<file path="src/rtl/alu_issue.sv">
// alu_issue: decodes MIPS R/I-type ALU instructions into a 2-entry skid buffer that feeds the ALU.
// Optional build macro ALU_ISSUE_ZERO_SQUASH_EN drops legal writes to r0. Rev 1.0
`default_nettype none

module alu_issue #(
  parameter int ILL_CNT_W = 8
) (
  input  logic                 clk,
  input  logic                 rst_n,
  input  logic                 in_valid,
  output logic                 in_ready,
  input  logic [31:0]          instr,
  input  logic [31:0]          rs_val,
  input  logic [31:0]          rt_val,
  output logic                 op_valid,
  input  logic                 op_ready,
  output logic [5:0]           op_aluc,
  output logic [31:0]          op_a,
  output logic [31:0]          op_b,
  output logic [4:0]           op_dest,
  output logic                 op_wr,
  output logic                 err_illegal,
  output logic [ILL_CNT_W-1:0] ill_cnt
);

  localparam int E_W = 76;  // {aluc, a, b, dest, wr}

  logic [5:0]  opcode, funct;
  logic [15:0] imm;
  logic        d_legal, d_wr, squash;
  logic [5:0]  d_aluc;
  logic [31:0] d_a, d_b;
  logic [4:0]  d_dest;
  logic [E_W-1:0] new_entry;

  logic [E_W-1:0]       slot0_q, slot0_d, slot1_q, slot1_d;
  logic [1:0]           count_q, count_d;
  logic                 live_q;
  logic                 err_q, err_d;
  logic [ILL_CNT_W-1:0] ill_cnt_q, ill_cnt_d;
  logic                 accept, push, pop;

  assign opcode = instr[31:26];
  assign funct  = instr[5:0];
  assign imm    = instr[15:0];

  always_comb begin
    d_legal = 1'b0;
    d_aluc  = funct;
    d_a     = rs_val;
    d_b     = rt_val;
    d_dest  = instr[15:11];
    d_wr    = 1'b1;
    if (opcode == 6'h00) begin
      case (funct)
        6'h20, 6'h21, 6'h22, 6'h23, 6'h24, 6'h25, 6'h26, 6'h27,
        6'h2A, 6'h2B, 6'h04, 6'h06, 6'h07: d_legal = 1'b1;
        6'h00, 6'h02, 6'h03: begin
          d_legal = 1'b1;
          d_a     = {27'b0, instr[10:6]};
        end
        6'h08: begin
          d_legal = 1'b1;
          d_b     = 32'b0;
          d_dest  = 5'd0;
          d_wr    = 1'b0;
        end
        default: d_legal = 1'b0;
      endcase
    end else begin
      d_dest  = instr[20:16];
      d_legal = 1'b1;
      d_b     = {{16{imm[15]}}, imm};
      case (opcode)
        6'h08: d_aluc = 6'h20;
        6'h09: d_aluc = 6'h21;
        6'h0A: d_aluc = 6'h2A;
        6'h0B: d_aluc = 6'h2B;
        6'h0C: begin d_aluc = 6'h24; d_b = {16'b0, imm}; end
        6'h0D: begin d_aluc = 6'h25; d_b = {16'b0, imm}; end
        6'h0E: begin d_aluc = 6'h26; d_b = {16'b0, imm}; end
        6'h0F: begin
          d_aluc = 6'h0F;
          d_a    = {16'b0, imm};
          d_b    = 32'b0;
        end
        default: d_legal = 1'b0;
      endcase
    end
  end

`ifdef ALU_ISSUE_ZERO_SQUASH_EN
  assign squash = d_legal && d_wr && (d_dest == 5'd0);
`else
  assign squash = 1'b0;
`endif

  assign new_entry = {d_aluc, d_a, d_b, d_dest, d_wr};

  // live_q keeps in_ready low until the first edge after reset release
  assign in_ready = live_q && (count_q != 2'd2);
  assign op_valid = (count_q != 2'd0);
  assign accept   = in_valid && in_ready;
  assign push     = accept && d_legal && !squash;
  assign pop      = op_valid && op_ready;

  always_comb begin
    slot0_d = slot0_q;
    slot1_d = slot1_q;
    count_d = count_q;
    if (push && pop) begin
      slot0_d = new_entry;
    end else if (pop) begin
      slot0_d = slot1_q;
      count_d = count_q - 2'd1;
    end else if (push) begin
      if (count_q == 2'd0) slot0_d = new_entry;
      else                 slot1_d = new_entry;
      count_d = count_q + 2'd1;
    end
  end

  always_comb begin
    err_d     = accept && !d_legal;
    ill_cnt_d = ill_cnt_q;
    if (err_d && (ill_cnt_q != {ILL_CNT_W{1'b1}}))
      ill_cnt_d = ill_cnt_q + ILL_CNT_W'(1);
  end

  always_ff @(posedge clk or negedge rst_n) begin
    if (!rst_n) begin
      slot0_q   <= '0;
      slot1_q   <= '0;
      count_q   <= 2'd0;
      live_q    <= 1'b0;
      err_q     <= 1'b0;
      ill_cnt_q <= '0;
    end else begin
      slot0_q   <= slot0_d;
      slot1_q   <= slot1_d;
      count_q   <= count_d;
      live_q    <= 1'b1;
      err_q     <= err_d;
      ill_cnt_q <= ill_cnt_d;
    end
  end

  assign {op_aluc, op_a, op_b, op_dest, op_wr} = slot0_q;
  assign err_illegal = err_q;
  assign ill_cnt     = ill_cnt_q;

endmodule

`default_nettype wire

</file>
<file path="config.mk">
export PLATFORM = sky130hd
export DESIGN_NAME = alu_issue
export DESIGN_NICKNAME = d
export VERILOG_FILES = /design/src/rtl/alu_issue.sv
export SDC_FILE = /design/constraint.sdc
export NUM_CORES = 1
export LEC_CHECK = 0
export BUFFER_PORTS_ARGS = -buffer_cell sky130_fd_sc_hd__buf_2
export CAP_MARGIN = 20
export CORE_ASPECT_RATIO = 1.75
export CORE_MARGIN = 2
export CORE_UTILIZATION = 40
export CTS_CLUSTER_DIAMETER = 120
export CTS_CLUSTER_SIZE = 10
export DETAILED_ROUTE_END_ITERATION = 8
export SYNTH_ARGS = -nofsm -noshare
export SYNTH_HDL_FRONTEND = slang
export SYNTH_SLANG_ARGS = --single-unit
</file>
<file path="constraint.sdc">
create_clock -name clk -period 2.55 [get_ports clk]
set_input_delay 0.1275 -clock clk [delete_from_list [all_inputs] [get_ports clk]]
set_output_delay 0.1275 -clock clk [all_outputs]
set_load 0.05 [all_outputs]
</file>
==> Yosys cells after proc, flatten, opt, wreduce, memory -nomap -nowiden <==
Index checks and enable logic that the tools add are counted.
W data, S select, Z words.
{ "classes": {"reduce_logical": 22, "n_eq_ne": 26, "bitwise": 3, "n_mux": 21, "addsub": 3} }
{ "op_table": {"columns": ["cell", "count"], "rows": [
  ["$mux W76", 4],
  ["$mux W32", 5],
  ["$pmux W32 S2", 1],
  ["$eq A6 B6 Y1 const B", 10],
  ["$eq A6 B4 Y1 const B", 9],
  ["$pmux W6 S8", 1],
  ["$eq A6 B3 Y1 const B", 3],
  ["$reduce_or A17 Y1", 1],
  ["$eq A6 B2 Y1 const B", 2],
  ["$logic_not A6 Y1", 2],
  ["$mux W5", 2],
  ["$add A8 B1 Y8 const B", 1],
  ["$ne A8 B8 Y1 const B", 1],
  ["$reduce_or A8 Y1", 1],
  ["$logic_and A1 B1 Y1", 7],
  ["$mux W6", 1],
  ["$reduce_bool A3 Y1", 2],
  ["$reduce_or A3 Y1", 2],
  ["$mux W1", 5],
  ["$mux W2", 2],
  ["$reduce_and A2 Y1", 2],
  ["$reduce_and A4 Y1", 1],
  ["$reduce_bool A2 Y1", 2],
  ["$not A1 Y1", 3],
  ["5 further kinds", 5]
]} }
{ "word_totals": {"register_bits": 164, "input_bits": 100} }

==> Depth between registers and ports, before layout <==
{ "logic_depth": {"word_depth": 8, "depth_mapped": 13, "mapped_depth_nobuf": 9} }

==> Worst setup path after synthesis <==
OpenSTA, ideal clock, no wires.
{ "synth_path": {"path_type": "input-to-reg", "startpoint": "in instr[31]", "endpoint": "reg slot0_q[53]", "required_ns": 2.423, "arrival_ns": 2.446, "n_path_buf": 5, "setup_ns": 0.127, "path_stages": 11, "path_slack_ns": -0.023, "cell_sequence": "or2_2 -> clkbuf_1 -> clkbuf_1 -> nor3_1 -> ha_1 -> or2_0 -> clkbuf_1 -> buf_2 -> clkbuf_1 -> a31oi_1 -> mux2_1"} }
{ "synth_between": {"elab_chain_len": 8, "elab_cells_between_ends": 23} }
{ "synth_rtl": {"columns": ["element", "line", "source"], "rows": [
  ["start, declared", "12", "input logic [31:0] instr,"],
  ["$eq A6 B4 Y1", "74", "case (opcode)"],
  ["$reduce_or A8 Y1 (no line)", null, null],
  ["$mux W1", "74", null],
  ["$mux W1", "54", "if (opcode == 6'h00) begin"],
  ["$logic_and A1 B1 Y1", "104", "assign push = accept && d_legal && !squash;"],
  ["$logic_and A1 B1 Y1", "111", "if (push && pop) begin"],
  ["$reduce_bool A3 Y1 (no line)", null, null],
  ["$reduce_and A2 Y1 (no line)", null, null],
  ["end signal, assigned", "139", "slot0_q <= slot0_d;"],
  ["end, declared", "36", "logic [E_W-1:0] slot0_q, slot0_d, slot1_q, slot1_d;"]
]} }
Several ways; a longest one is shown, not always the timed one. The select of a mux whose other input is x is not followed.
A chain may end at the register's enable or synchronous reset.

==> Worst setup path after layout <==
{ "layout_path": {"startpoint": "reg count_q[1]", "endpoint": "reg slot0_q[41]"} }
{ "layout_between": {"elab_chain_len": 7, "elab_cells_between_ends": 13} }
{ "layout_rtl": {"columns": ["element", "line", "source"], "rows": [
  ["start, declared", "37", "logic [1:0] count_q, count_d;"],
  ["start signal, assigned", "141", "count_q <= count_d;"],
  ["$ne A2 B2 Y1", "101", "assign in_ready = live_q && (count_q != 2'd2);"],
  ["$logic_and A1 B1 Y1", "101", null],
  ["$logic_and A1 B1 Y1", "103", "assign accept = in_valid && in_ready;"],
  ["$logic_and A1 B1 Y1", "104", null],
  ["$logic_and A1 B1 Y1", "111", null],
  ["$reduce_bool A3 Y1 (no line)", null, null],
  ["$reduce_and A2 Y1 (no line)", null, null]
]} }
Several ways; a longest one is shown, not always the timed one.

==> reports/qor.csv <==
metric,value,unit
wire_per_inst,17.8,microns
drt_iter0_drc,334,
syn_area_per_cell,9.83,sq um
period_share,94.1,%
placed_cell_area,0.00945,sq mm
synth.cell_area,0.00815,sq mm
antenna_found_initial,1,
yosysWarnings,0,
reg2regPathDepth,8,
clockBufferDepth,2,
clkSinkCount,164,
routed_wl,23300,microns
antenna_left,0,
routed_via_density,5.40,
r2r_end,slot0_q[41]$_DFFE_PN0P_,
ys_ff_latch,164,
die_w,112,microns
grt_pass1_wl,36200,microns
vias,7080,
hold_path_class,in2reg,
root_buffer,clkbuf_16,
yosys.area_share.simple,16.3,%
fmax,417,MHz
grt.overflow.total,0,
synth_top_area_share,50.4,%
synth_top_family_by_area,simple AND/OR/NAND/NOR gates,
synth_edf_count,0,
criticalPathCategory,reg2reg,
clkLatencyLatePin,0.43,ns
r2r_slack,0.15,ns
fp.dieH,193,microns
synth_nets,932,
gp_congestion,0.847,
initial_core_util,40.5,%
p_total,13.0,mW
grt_pass1_vias,6680,
coreArea,0.0201,sq mm
synth_compound_area_share,16.1,%
fp-row-count,69,
numCtsBuffers,17,
synth-xor-area-share,0.753,%
ir_drop,0.000691,V
ys_top_cells_by_count,"dfrtp_1 (164), nor2_1 (113), nand2_1 (107), a21oi_1 (54), a31oi_1 (53)",
worst_slack,0.150,ns
areaGrowthSynthToFinish,29.2,%
synthAdderAreaFrac,0.461,%
rsz0062_at_grt,false,
fin_worst_skew,0.00530,ns
htreeDepth,4,
p_leak,4.97,nW
hp-start,rs_val[14],
whs,0.0203,ns
r2r-start,count_q[1]$_DFFE_PN0P_,
synth_ff_type,dfrtp_1,
drc_errors,0,
hold_end,slot1_q[52]$_DFFE_PN0P_,
finalNonFillerCells,1311,
dp_slack,-0.0603,ns
utilization,52.3,%
slew_headroom,28.6,%
crit_path_max_fanout,5,
port_buffers,181,
critPathArrivalTime,2.71,ns
synth_most_common_cell,dfrtp_1,
ys_types,51,
powerDensity,1240,mW/mm^2
synthCells,829,
yosysTopAreaCell,dfrtp_1,
tightestPinTransition,1.07,ns
die_area,0.0216,sq mm
end_kind,register,
clk_pin_slew,0.06,ns
startpoint_type,register,
design_area,0.0105,sq mm
fin_tns_setup,0,ns
dr.pass1.iters,5,
io_pins,187,
grt_max_degree,87,
required,2.86,ns
min_period,2.40,ns
synthTopCellsByArea,"dfrtp_1 (50%), mux2_2 (6.8%), nor2_1 (5.2%)",
hold_viol_final,0,
whs_path_depth,3,
maxCapViolations,0,
setup_viol,0,
slew_viol_final,0,
outcome,finished clean,
seq_area_frac_synth,50.4,%
finalNetCount,1153,
async_flop_share,100,%
track_usage,21.4,%
place_inst,1235,
cts_tree,yes,
synth.area.mux_share,11.3,%
place_hpwl,15500,microns
drive_gt1_share,29.8,%
-- flip-flops by register name (all words and copies together) (netlist names) --
name	count
count_q	2
err_illegal	1
ill_cnt	8
live_q	1
slot0_q	76
slot1_q	76
-- worst max-delay path, stage by stage (launching register included) --
cell and delay (ns):
dfrtp_1 0.38, nand2b_1 0.10, nand3_1 0.12, nor3_1 0.28, ha_2 0.31, o221ai_1 0.29
a211oi_1 0.40, a211oi_1 0.09, mux2_1 0.31
-- layout by cell type, fill, tap and decap left out, types with 3 or more instances in the layout --
| master | netlist | final |
|---|---|---|
| o221ai_1 | 12 | 12 |
| o21ai_0 | 22 | 22 |
| and2_1 | 4 | 4 |
| nand3_1 | 23 | 23 |
| mux2_1 | 28 | 28 |
| mux2_2 | 49 | 49 |
| clkbuf_8 | 0 | 3 |
| and3_1 | 22 | 22 |
| nand4_1 | 6 | 6 |
| buf_2 | 12 | 180 |
| nor2_1 | 113 | 112 |
| nand3b_1 | 3 | 3 |
| a31oi_1 | 53 | 53 |
| bufinv_16 | 0 | 3 |
| a211oi_1 | 10 | 9 |
| a22oi_1 | 21 | 21 |
| dfrtp_1 | 164 | 164 |
| clkbuf_16 | 0 | 17 |
| inv_1 | 10 | 10 |
| buf_4 | 4 | 34 |
| a21oi_1 | 54 | 53 |
| xnor2_1 | 7 | 7 |
| clkbuf_1 | 34 | 4 |
| nor2b_1 | 3 | 3 |
| nor3_1 | 5 | 5 |
| a221o_1 | 16 | 16 |
| buf_12 | 0 | 7 |
| nand2_1 | 107 | 107 |
| dlygate4sd3_1 | 0 | 43 |
| mux2i_1 | 5 | 5 |
-- power by group --
| group | internal [mW] | switching (mW) |
|---|---|---|
| clock network | 1.62 | 1.05 |
| registers | 3.80 | 0.619 |
| logic | 1.90 | 4.05 |
| total | 7.32 | 5.71 |
-- repair_timing --
item | 4_1_cts | 5_1_grt
resized for setup | 0 | 3
endpoints found under the hold margin | 101 | 0
buffers inserted | 0 | 1
hold buffers | 43 | 0
endpoints found under the setup margin | 0 | 28
-- final cells by class --
cell class	count	area [sq um]
Antenna cell	1	2.50
Clock buffer	24	482
Clock inverter	7	123
Fill cell	1888	9590
Inverter	11	41.3
Multi-Input combinational cell	590	3700
Sequential cell	164	4100
Tap cell	248	310
Timing Repair Buffer	266	1770
-- cell families (layout without fill, tap and decap cells) --
logic type / count (synthesis) / count (layout)
other: 1 / 2
xor gates and xnor gates: 7 / 7
muxes: 82 / 82
AOI/OAI and AO/OA: 198 / 198
DFF: 164 / 164
and+or+nand+nor: 299 / 299
adders and majority gates: 3 / 3
buffers and inverters: 75 / 308
-- metal layers --
layer	global-route usage [%]	vias to the layer above	wire [microns]
met2	36.9	201	12100
met1	26.1	3427	9400
met4	9.78	0	852
met3	3.96	45	949
met5	0	-	0
li1	-	3407	-
-- worst max-delay path by stage --
| stage | from | to | slack [ns] |
|---|---|---|---|
| final | count_q[1]$_DFFE_PN0P_ | slot0_q[41]$_DFFE_PN0P_ | 0.15 |
| after CTS | count_q[1]$_DFFE_PN0P_ | slot0_q[41]$_DFFE_PN0P_ | 0.08 |
| after global routing | count_q[1]$_DFFE_PN0P_ | slot0_q[41]$_DFFE_PN0P_ | 0.0002 |
| after floorplan | instr[5] | slot0_q[12]$_DFFE_PN0P_ | 0.01 |
| after detailed placement | instr[4] | slot0_q[41]$_DFFE_PN0P_ | -0.06 |
| after global placement | instr[4] | slot0_q[41]$_DFFE_PN0P_ | 0.03 |
No activity file was read; power rests on OpenSTA's default activity.
